==> config.mk <==
export PLATFORM = sky130hd
export DESIGN_NAME = gpio_irq_ctrl
export DESIGN_NICKNAME = d
export VERILOG_FILES = /design/src/rtl/gpio_irq_pkg.sv /design/src/rtl/gpio_sync.sv /design/src/rtl/gpio_irq_ctrl.sv
export SDC_FILE = /design/constraint.sdc
export NUM_CORES = 1
export LEC_CHECK = 0
export CORE_MARGIN = 2
export CORE_UTILIZATION = 45
export DETAILED_ROUTE_END_ITERATION = 12
export DONT_BUFFER_PORTS = 1
export PLACE_DENSITY = 0.63
export SLEW_MARGIN = 25
export SYNTH_ARGS = -nofsm -noshare
export SYNTH_HDL_FRONTEND = slang
export SYNTH_SLANG_ARGS = --single-unit
==> constraint.sdc <==
create_clock -name clk -period 1.8 [get_ports clk]
set_clock_uncertainty 0.05 [all_clocks]
set_input_delay 0.18 -clock clk [delete_from_list [all_inputs] [get_ports clk]]
set_output_delay 0.18 -clock clk [all_outputs]
set_load 0.02 [all_outputs]
==> src/rtl/gpio_irq_pkg.sv <==
// Shared constants and types for the GPIO pin-change interrupt controller.
package gpio_irq_pkg;

    // Register offsets relative to IRQ_BASE_ADDRESS
    localparam logic [2:0] IRQ_SYNC_IN = 3'd0;
    localparam logic [2:0] IRQ_MASK    = 3'd1;
    localparam logic [2:0] IRQ_RISE_EN = 3'd2;
    localparam logic [2:0] IRQ_FALL_EN = 3'd3;
    localparam logic [2:0] IRQ_STATUS  = 3'd4;

    // Cycles after reset before s1, s2 and prev all carry real pad data
    localparam logic [1:0] IRQ_PRIME_COUNT = 2'd3;

    typedef enum logic [1:0] {
        IRQ_IDLE   = 2'd0,
        IRQ_ASSERT = 2'd1,
        IRQ_WAIT   = 2'd2
    } irq_state_t;

endpackage

==> src/rtl/gpio_sync.sv <==
// Two-flop synchronizer for asynchronous pad inputs, synchronous reset to 0.
module gpio_sync #(
    parameter int unsigned WIDTH = 8
) (
    input  logic             clk,
    input  logic             reset,
    input  logic [WIDTH-1:0] pad,
    output logic [WIDTH-1:0] sync
);

    logic [WIDTH-1:0] s1;
    logic [WIDTH-1:0] s2;

    // Two-stage capture of the pad value into the clk domain
    always_ff @(posedge clk) begin
        if (reset) begin
            s1 <= '0;
            s2 <= '0;
        end else begin
            s1 <= pad;
            s2 <= s1;
        end
    end

    assign sync = s2;

endmodule

==> src/rtl/gpio_irq_ctrl.sv <==
// Pin-change interrupt controller: edge detection into sticky status,
// port-mapped registers and a level interrupt held until acknowledged.
module gpio_irq_ctrl
    import gpio_irq_pkg::*;
#(
    parameter int unsigned GPIO_WIDTH       = 8,
    parameter logic [7:0]  IRQ_BASE_ADDRESS = 8'h10
) (
    input  logic                  clk,
    input  logic                  reset,
    input  logic [7:0]            port_id,
    input  logic [7:0]            data_in,
    input  logic                  write_strobe,
    input  logic                  read_strobe,
    output logic [7:0]            data_out,
    input  logic [GPIO_WIDTH-1:0] gpio_data_in,
    output logic                  interrupt,
    input  logic                  interrupt_ack
);

    logic [GPIO_WIDTH-1:0] s2;
    logic [GPIO_WIDTH-1:0] prev;
    logic [GPIO_WIDTH-1:0] mask;
    logic [GPIO_WIDTH-1:0] rise_en;
    logic [GPIO_WIDTH-1:0] fall_en;
    logic [GPIO_WIDTH-1:0] status;
    logic [GPIO_WIDTH-1:0] set;
    logic [GPIO_WIDTH-1:0] clr;
    logic [1:0]            prime_cnt;
    logic                  primed;
    logic [7:0]            offset;
    logic [2:0]            reg_sel;
    logic                  in_range;
    logic                  wr_en;
    logic                  irq_req;
    logic [7:0]            rd_word;
    irq_state_t            state;
    irq_state_t            state_next;
    logic                  unused;

    // Reads have no side effects, so the read qualifier carries no information
    assign unused = read_strobe ^ (^data_in);

    gpio_sync #(
        .WIDTH (GPIO_WIDTH)
    ) u_sync (
        .clk   (clk),
        .reset (reset),
        .pad   (gpio_data_in),
        .sync  (s2)
    );

    assign offset   = port_id - IRQ_BASE_ADDRESS;
    assign in_range = (offset[7:3] == 5'd0);
    assign reg_sel  = offset[2:0];
    assign wr_en    = write_strobe && in_range;

    // Edge detection, W1C clear vector and interrupt request
    always_comb begin
        primed  = (prime_cnt == IRQ_PRIME_COUNT);
        set     = '0;
        clr     = '0;
        if (primed) begin
            set = (s2 & ~prev & rise_en) | (~s2 & prev & fall_en);
        end
        if (wr_en && reg_sel == IRQ_STATUS) begin
            clr = data_in[GPIO_WIDTH-1:0];
        end
        irq_req = |(status & mask);
    end

    // Edge history, priming counter, configuration and status registers
    always_ff @(posedge clk) begin
        if (reset) begin
            prev      <= '0;
            prime_cnt <= '0;
            mask      <= '0;
            rise_en   <= '0;
            fall_en   <= '0;
            status    <= '0;
        end else begin
            prev <= s2;
            if (!primed) begin
                prime_cnt <= prime_cnt + 2'd1;
            end
            // Set is applied after clear so a same-cycle event survives W1C
            status <= (status & ~clr) | set;
            if (wr_en) begin
                case (reg_sel)
                    IRQ_MASK:    mask    <= data_in[GPIO_WIDTH-1:0];
                    IRQ_RISE_EN: rise_en <= data_in[GPIO_WIDTH-1:0];
                    IRQ_FALL_EN: fall_en <= data_in[GPIO_WIDTH-1:0];
                    default: ;
                endcase
            end
        end
    end

    // Read mux; unused offsets and unused upper bits read as 0
    always_comb begin
        rd_word = '0;
        case (reg_sel)
            IRQ_SYNC_IN: rd_word[GPIO_WIDTH-1:0] = s2;
            IRQ_MASK:    rd_word[GPIO_WIDTH-1:0] = mask;
            IRQ_RISE_EN: rd_word[GPIO_WIDTH-1:0] = rise_en;
            IRQ_FALL_EN: rd_word[GPIO_WIDTH-1:0] = fall_en;
            IRQ_STATUS:  rd_word[GPIO_WIDTH-1:0] = status;
            default: ;
        endcase
    end

    // Registered read data, zero outside this block's address window
    always_ff @(posedge clk) begin
        if (reset) begin
            data_out <= '0;
        end else begin
            data_out <= in_range ? rd_word : 8'h00;
        end
    end

    // Interrupt FSM state register
    always_ff @(posedge clk) begin
        if (reset) begin
            state <= IRQ_IDLE;
        end else begin
            state <= state_next;
        end
    end

    // Interrupt FSM next state and output
    always_comb begin
        state_next = state;
        interrupt  = 1'b0;
        case (state)
            IRQ_IDLE: begin
                if (irq_req) begin
                    state_next = IRQ_ASSERT;
                end
            end
            IRQ_ASSERT: begin
                interrupt = 1'b1;
                if (interrupt_ack) begin
                    state_next = IRQ_WAIT;
                end
            end
            IRQ_WAIT: begin
                if (|(set & mask)) begin
                    state_next = IRQ_ASSERT;
                end else if (!irq_req) begin
                    state_next = IRQ_IDLE;
                end
            end
            default: state_next = IRQ_IDLE;
        endcase
    end

endmodule
==> results.txt, run 1 <==
----------------------------------------------------
[Route]
  Number of vias per cell after detailed routing ... 5.457
  Detailed-route wire length ... 6530 um
  Count of unresolved DRC violations after routing ... 0
  Vias after detailed routing ... 2259
  First-pass DRT Iterations ... 4
  Post-route ant nets ... 0
  Number of DRC markers in iteration 0 ... 172
  Mean routed wirelength per cell ... 15.77 um

[Timing]
  Final Hold Viols ... 0
  Unrepaired setup endpoints after global routing ... no
  Smallest hold slack ... 8.882 ps
  Final setup violating endpoints ... 0
  Tcrit/Tclk final ... 0.9189
  Slew at the pin with the worst max-slew slack ... 397.4 ps
  Final Critical Period ... 1654 ps
  Final number of max-transition violations ... 0
  Maximum frequency from static timing analysis ... 604.6 MHz
  Relative slew margins ... 0.7344

[CTS]
  Clock transition at the registers of the reported paths ... 70 ps
  Clock sinks ... 68
  CTS tree ... built
  Number of buffers on the longest clock path ... 2
  Number of clock buffers inserted by TritonCTS ... 9
  H-tree depth ... 3
  Insertion delay to the later sink of the worst-skew pair ... 330 ps
  Buffer type at the clock tree root ... sky130_fd_sc_hd__clkbuf_8
  Setup bufs post-CTS ... 0

[Synthesis]
  Post-synthesis instance total ... 306
  Share of flip-flops with an asynchronous set or reset ... 0
  Post-synthesis instance area ... 2843 um2
  Average cell area after synthesis ... 9.290 um2
  Library cell with the largest summed area after synthesis ... sky130_fd_sc_hd__dfxtp_1
  Number of enable flip-flop cells after synthesis ... 0
  Ys flop type ... sky130_fd_sc_hd__dfxtp_1
  Flops & latches, synth ... 68
  Most used standard cell by instance count after synthesis ... sky130_fd_sc_hd__dfxtp_1
  Synth top area cells ... sky130_fd_sc_hd__dfxtp_1, sky130_fd_sc_hd__mux2i_1, sky130_fd_sc_hd__nor2b_1
  Number of warnings printed during yosys synthesis ... 0
  Unique masters post-synth ... 39
  Portion of synthesized cell area occupied by the leading cell type ... 0.4789
  Top cell types by occurrence after synthesis ... sky130_fd_sc_hd__dfxtp_1, sky130_fd_sc_hd__nand2_1, sky130_fd_sc_hd__nor2_1
  Post-Syn Nets ... 337
  Part of the Yosys area used for sequential elements ... 0.4789

[Placed design]
  DP HPWL ... 4313 um
  Routability congestion estimate from global placement ... 0.8184
  Count of port buffers added during placement ... 0

[Global routing]
  Pin count of the biggest net entering global routing ... 60
  Number of antenna violations at the first check in global routing ... 0
  Wire length of the first global-routing pass ... 10760 um
  Total global routing overflow ... 0
  Total global-route track usage ... 0.1948
  Number of global-route vias before repair ... 2147

[Floorplanning]
  Die extent in x ... 83.48 um
  Initial core utilization ... 0.4718
  Total die area ... 6969 um2
  Vertical die dimension ... 83.48 um
  Number of top-level pins ... 38
  Floorplan row count ... 28
  Standard cell core area ... 6026 um2

[Critical path]
  Kind of end point of the critical path ... register
  Critical path required time ... 1980 ps
  Data arrival time of the critical path ... 1830 ps
  Worst-path maximum fanout ... 9
  Crit start category ... register
  Critical path class ... register to register

[Cells and area]
  Fraction of final layout cells sized beyond drive strength 1 ... 0.1062
  Util after Layout ... 0.5571
  Final antenna diode count ... 0
  Final #Nets ... 366
  Area delta synth->final ... 18.09%

[Power and ir drop]
  Post-route total power ... 2823 uW
  Leakage ... 0.001250 uW
  Power per Cell Area ... 841.1 nW/um2
  Maximum ir drop on the vdd rail ... 0.0004919 V

[Worst hold path]
  Class of the tightest hold or removal check ... primary input to register

[Status]
  Run status ... finished, final reports clean

[Run]
  # Max-Cap Violations ... 0

----------------------------------------------------
registers in the layout (all words and copies together), names as in the netlist:
signal	count
data_out	8
fall_en	8
mask	8
prev	8
rise_en	8
status	8
u_sync.s1	8
u_sync.sync	8
prime_cnt	2
state	2
power breakdown:
part	switching (uW)	leakage (uW)	internal [uW]	total [uW]
logic	91.6	0.000609	93.6	185
registers	17.3	0.000552	1540	1550
clock network	519	0.0000893	565	1080
stage by stage:
step           instance area, um2  std cells  worst slack [ps]  setup TNS [ps]
2_1_floorplan                2843        306             234.8               0
3_3_place_gp                 2968        379             27.20               0
3_5_place_dp                 2968        379            -29.41          -133.9
4_1_cts                      3354        414             108.8               0
5_1_grt                      3357        414             47.48               0
6_report                     3357        414             146.0               0
worst max-delay path, stage by stage (launching register included):
cell and delay (ps):
sky130_fd_sc_hd__dfxtp_1 360, sky130_fd_sc_hd__ha_2 240, sky130_fd_sc_hd__buf_4 200, sky130_fd_sc_hd__nand2_1 60, sky130_fd_sc_hd__a21oi_1 140, sky130_fd_sc_hd__a211oi_1 100, sky130_fd_sc_hd__and2_1 180, sky130_fd_sc_hd__a32o_1 230
placed cells by master (no fill, tap or decap), types with 3 or more instances in the layout:
| cell | netlist | layout |
|---|---|---|
| sky130_fd_sc_hd__nand3_1 | 8 | 8 |
| sky130_fd_sc_hd__a21oi_1 | 14 | 14 |
| sky130_fd_sc_hd__a22oi_2 | 4 | 4 |
| sky130_fd_sc_hd__nor2b_1 | 24 | 24 |
| sky130_fd_sc_hd__nand2_1 | 39 | 39 |
| sky130_fd_sc_hd__a221oi_1 | 7 | 7 |
| sky130_fd_sc_hd__nand3b_1 | 11 | 11 |
| sky130_fd_sc_hd__nor2_1 | 34 | 34 |
| sky130_fd_sc_hd__a22oi_1 | 5 | 5 |
| sky130_fd_sc_hd__dfxtp_1 | 68 | 68 |
| sky130_fd_sc_hd__o21ai_0 | 12 | 12 |
| sky130_fd_sc_hd__o211ai_1 | 3 | 3 |
| sky130_fd_sc_hd__dlygate4sd3_1 | 0 | 19 |
| sky130_fd_sc_hd__mux2i_1 | 24 | 24 |
| sky130_fd_sc_hd__buf_4 | 5 | 12 |
| sky130_fd_sc_hd__a21boi_0 | 3 | 3 |
| sky130_fd_sc_hd__clkbuf_8 | 0 | 11 |
| sky130_fd_sc_hd__and3b_1 | 4 | 4 |
| sky130_fd_sc_hd__inv_1 | 7 | 7 |
cell type report:
type                            count  area, um2
Clock buffer                       13      158.9
Clock inverter                      2      10.01
Fill cell                         571       2669
Inverter                            7      26.28
Multi-Input combinational cell    216       1379
Sequential cell                    68       1361
Tap cell                           75      93.84
Timing Repair Buffer               33      327.8
final timing paths:
check | from | endpoint | slack [ps] | cells after the start
setup / recovery | prime_cnt[0]$_SDFFE_PP0P_ | state[1]$_SDFFE_PP0P_ | 150 | 7
hold / removal | data_in[3] | status[3]$_SDFF_PP0_ | 9 | 3
setup reg to reg | prime_cnt[0]$_SDFFE_PP0P_ | state[1]$_SDFFE_PP0P_ | 150 | 7
hold reg to reg | u_sync.s1[5]$_SDFF_PP0_ | u_sync.sync[5]$_SDFF_PP0_ | 390 | 1
per-layer routing:
layer  up-vias  routed length (um)  global-route usage  part of all wire
met4         0                 131             0.08798             0.020
met3         9                 360             0.03858             0.055
met1      1061                3059              0.2623              0.47
met5         -                   0                   0                 0
li1       1124                   -                   -                 -
met2        65                2978              0.3028              0.46
cells by family (layout without fill, tap and decap cells):
kind of cell | Yosys count | after routing | share of synthesized area
DFF | 68 | 68 | 0.4789
and+or+nand+nor | 132 | 132 | 0.2482
muxes | 24 | 24 | 0.08451
AOI/OAI and AO/OA | 56 | 56 | 0.1364
buffers and inverters | 22 | 55 | 0.03697
adders and majority gates | 2 | 2 | 0.008801
xor gates and xnor gates | 2 | 2 | 0.006163
timing repair:
action,CTS,global route
hold buffers,20,0
resized for setup,0,1
endpoints found under the hold margin,61,0
endpoints found under the setup margin,0,1
Note: power is estimated with default switching activity, not from simulation.
==> run 2: changes to the inputs <==
--- a/config.mk
+++ b/config.mk
@@ -6,10 +6,10 @@
 export NUM_CORES = 1
 export LEC_CHECK = 0
 export CORE_MARGIN = 2
-export CORE_UTILIZATION = 45
+export CORE_UTILIZATION = 50
 export DETAILED_ROUTE_END_ITERATION = 12
 export DONT_BUFFER_PORTS = 1
-export PLACE_DENSITY = 0.63
+export PLACE_DENSITY = 0.68
 export SLEW_MARGIN = 25
 export SYNTH_ARGS = -nofsm -noshare
 export SYNTH_HDL_FRONTEND = slang
==> run 2 against run 1 <==
- combinational power shrank 3%
- die area shrank 9.5%
- sequential power about the same
- register-to-register slack got worse by 30 ps
- cell count decreased by 1.4%
- wire length is 1.8% lower
- power increased by 4.7%
- flip-flop and latch count unchanged
- global-route usage up 3.3 points
- largest cell class unchanged
- clock-buffer cell count is 1 lower
- clock power grew 13%
- critical endpoint is now status[0]$_SDFF_PP0_
==> results.txt, run 2 (synthesized netlist as in run 1, its figures left out) <==
----------------------------------------------------
[Worst hold path]
  Class of the tightest hold or removal check ... primary input to register (unchanged)

[Cells and area]
  Post-route cell area ... 3354 um2 (was 3357 um2)
  Most common library cell in the layout ignoring fill and taps ... sky130_fd_sc_hd__dfxtp_1 (unchanged)
  Final #Nets ... 364 (was 366)
  Final std cells w/o fill ... 408 (was 414)
  Final antenna diode count ... 0 (unchanged)
  Area delta synth->final ... 18.00% (was 18.09%)
  Most frequent cells in the layout ... sky130_fd_sc_hd__dfxtp_1, sky130_fd_sc_hd__nand2_1, sky130_fd_sc_hd__nor2_1 (unchanged)
  Fraction of final layout cells sized beyond drive strength 1 ... 0.1012 (was 0.1062)
  Util after Layout ... 0.6092 (was 0.5571)

[Critical path]
  Largest stage delay on the critical path ... 550 ps (was 360 ps)
  Crit start category ... register (unchanged)
  CP bufs+invs ... 2 (was 1)
  Kind of end point of the critical path ... register (unchanged)
  Worst-path maximum fanout ... 7 (was 9)
  Data arrival time of the critical path ... 1920 ps (was 1830 ps)
  Critical path required time ... 2040 ps (was 1980 ps)
  Cells traversed along the worst timing path ... ha_2, buf_4, o21ai_0, a21oi_1, dlygate4sd3_1 (was ha_2, buf_4, nand2_1, a21oi_1, a211oi_1, and2_1, a32o_1)
  Highest-delay cell along the critical path ... sky130_fd_sc_hd__dlygate4sd3_1 (was sky130_fd_sc_hd__dfxtp_1)
  Critical path class ... register to register (unchanged)
  Family with the most delay on the worst path ... buffers and inverters (was compound AO/OA/AOI/OAI gates)

[Route]
  Count of unresolved DRC violations after routing ... 0 (unchanged)
  First-pass DRT Iterations ... 4 (unchanged)
  Number of DRC markers in iteration 0 ... 181 (was 172)
  Detailed-route wire length ... 6415 um (was 6530 um)
  Number of vias per cell after detailed routing ... 5.483 (was 5.457)
  Vias after detailed routing ... 2237 (was 2259)
  Post-route ant nets ... 0 (unchanged)
  Mean routed wirelength per cell ... 15.72 um (was 15.77 um)

[CTS]
  Clock sinks ... 68 (unchanged)
  Clock transition at the registers of the reported paths ... 70 ps (about the same)
  Buffer type at the clock tree root ... sky130_fd_sc_hd__clkbuf_8 (unchanged)
  Number of buffers on the longest clock path ... 2 (unchanged)
  Insertion delay to the later sink of the worst-skew pair ... 340 ps (was 330 ps)
  Setup bufs post-CTS ... 0 (unchanged)
  CTS tree ... built (unchanged)
  H-tree depth ... 3 (unchanged)
  Number of clock buffers inserted by TritonCTS ... 9 (unchanged)

[Timing]
  Relative slew margins ... 0.5129 (was 0.7344)
  Slew at the pin with the worst max-slew slack ... 726.7 ps (was 397.4 ps)
  Final setup violating endpoints ... 0 (unchanged)
  Final number of max-transition violations ... 0 (unchanged)
  Smallest hold slack ... 22.84 ps (was 8.882 ps)
  Tcrit/Tclk final ... 0.9355 (was 0.9189)
  Maximum frequency from static timing analysis ... 593.8 MHz (was 604.6 MHz)
  Final Hold Viols ... 0 (unchanged)
  Final Critical Period ... 1684 ps (was 1654 ps)
  Unrepaired setup endpoints after global routing ... no (unchanged)

[Floorplanning]
  Floorplan row count ... 27 (was 28)
  Total die area ... 6304 um2 (was 6969 um2)
  Vertical die dimension ... 79.40 um (was 83.48 um)
  Die extent in x ... 79.40 um (was 83.48 um)
  Initial core utilization ... 0.5162 (was 0.4718)
  Number of top-level pins ... 38 (unchanged)
  Standard cell core area ... 5507 um2 (was 6026 um2)

[Global routing]
  Number of antenna violations at the first check in global routing ... 0 (unchanged)
  Total global routing overflow ... 0 (unchanged)
  Wire length of the first global-routing pass ... 10610 um (was 10760 um)
  Total global-route track usage ... 0.2275 (was 0.1948)
  Pin count of the biggest net entering global routing ... 61 (was 60)
  Number of global-route vias before repair ... 2158 (was 2147)

[Placed design]
  Placement-stage cell area ... 2934 um2 (was 2968 um2)
  Placed Instances ... 373 (was 379)
  DP HPWL ... 4103 um (was 4313 um)
  Count of port buffers added during placement ... 0 (unchanged)
  Routability congestion estimate from global placement ... 0.8362 (was 0.8184)

[Status]
  Run status ... finished, final reports clean (unchanged)

[Power and ir drop]
  Maximum ir drop on the vdd rail ... 0.0005585 V (was 0.0004919 V)
  Post-route total power ... 2957 uW (was 2823 uW)
  Leakage ... 0.001250 uW (about the same)
  Power per Cell Area ... 881.4 nW/um2 (was 841.1 nW/um2)

[Run]
  # Max-Cap Violations ... 0 (unchanged)

----------------------------------------------------
[run 2: changes by cell type in the layout (fill, tap and decap cells not counted), sizes merged]
| cell | change |
|---|---|
| buf | -3 |
| bufinv | +1 |
| clkbuf | -1 |
| clkinv | -1 |
| dlygate4sd3 | +1 |
[run 2: final cells by class]
| class | count | area, um2 |
|---|---|---|
| Inverter | 7 | 26.28 |
| Sequential cell | 68 | 1361 |
| Multi-Input combinational cell | 216 | 1384 |
| Clock inverter | 2 | 35.03 |
| Fill cell | 483 | 2152 |
| Clock buffer | 12 | 155.1 |
| Timing Repair Buffer | 31 | 302.8 |
| Tap cell | 72 | 90.09 |
[run 2: path summary, 6_finish.rpt]
path	from	endpoint	slack, ps	cells past startpoint
setup / recovery	prime_cnt[0]$_SDFFE_PP0P_	status[0]$_SDFF_PP0_	120	5
setup reg to reg	prime_cnt[0]$_SDFFE_PP0P_	status[0]$_SDFF_PP0_	120	5
hold / removal	reset	state[1]$_SDFFE_PP0P_	20	2
hold reg to reg	u_sync.s1[2]$_SDFF_PP0_	u_sync.sync[2]$_SDFF_PP0_	380	1
[run 2: stage by stage]
stage	setup WS [ps]	setup TNS (ps)
floorplan	234.8	0
global placement	61.62	0
detailed placement	-32.41	-58.06
CTS	91.79	0
global route	20.37	0
finish	116.1	0
[run 2: layer usage]
layer	part of all wire	GRT usage	vias up
met5	0	0	-
met4	0.018	0.1155	0
met3	0.073	0.05656	11
met2	0.45	0.3500	69
met1	0.46	0.2968	1041
li1	-	-	1116
[run 2: timing repair]
action	in CTS	in global routing
endpoints found under the hold margin	61	0
hold buffers	21	0
gates resized for setup	0	2
endpoints found under the setup margin	0	2
[run 2: power by group]
| part | total, uW | switching (uW) | internal, uW |
|---|---|---|---|
| logic | 180 | 89.4 | 90.9 |
| registers | 1550 | 16.9 | 1540 |
| clock network | 1220 | 524 | 698 |
| total | 2960 | 630 | 2330 |
==> run 3: changes to the inputs <==
--- a/config.mk
+++ b/config.mk
@@ -5,6 +5,7 @@
 export SDC_FILE = /design/constraint.sdc
 export NUM_CORES = 1
 export LEC_CHECK = 0
+export CAP_MARGIN = 10
 export CORE_MARGIN = 2
 export CORE_UTILIZATION = 50
 export DETAILED_ROUTE_END_ITERATION = 12
==> results of run 3 <==
No change in the layout: final DEF, timing and power equal those of run 2.
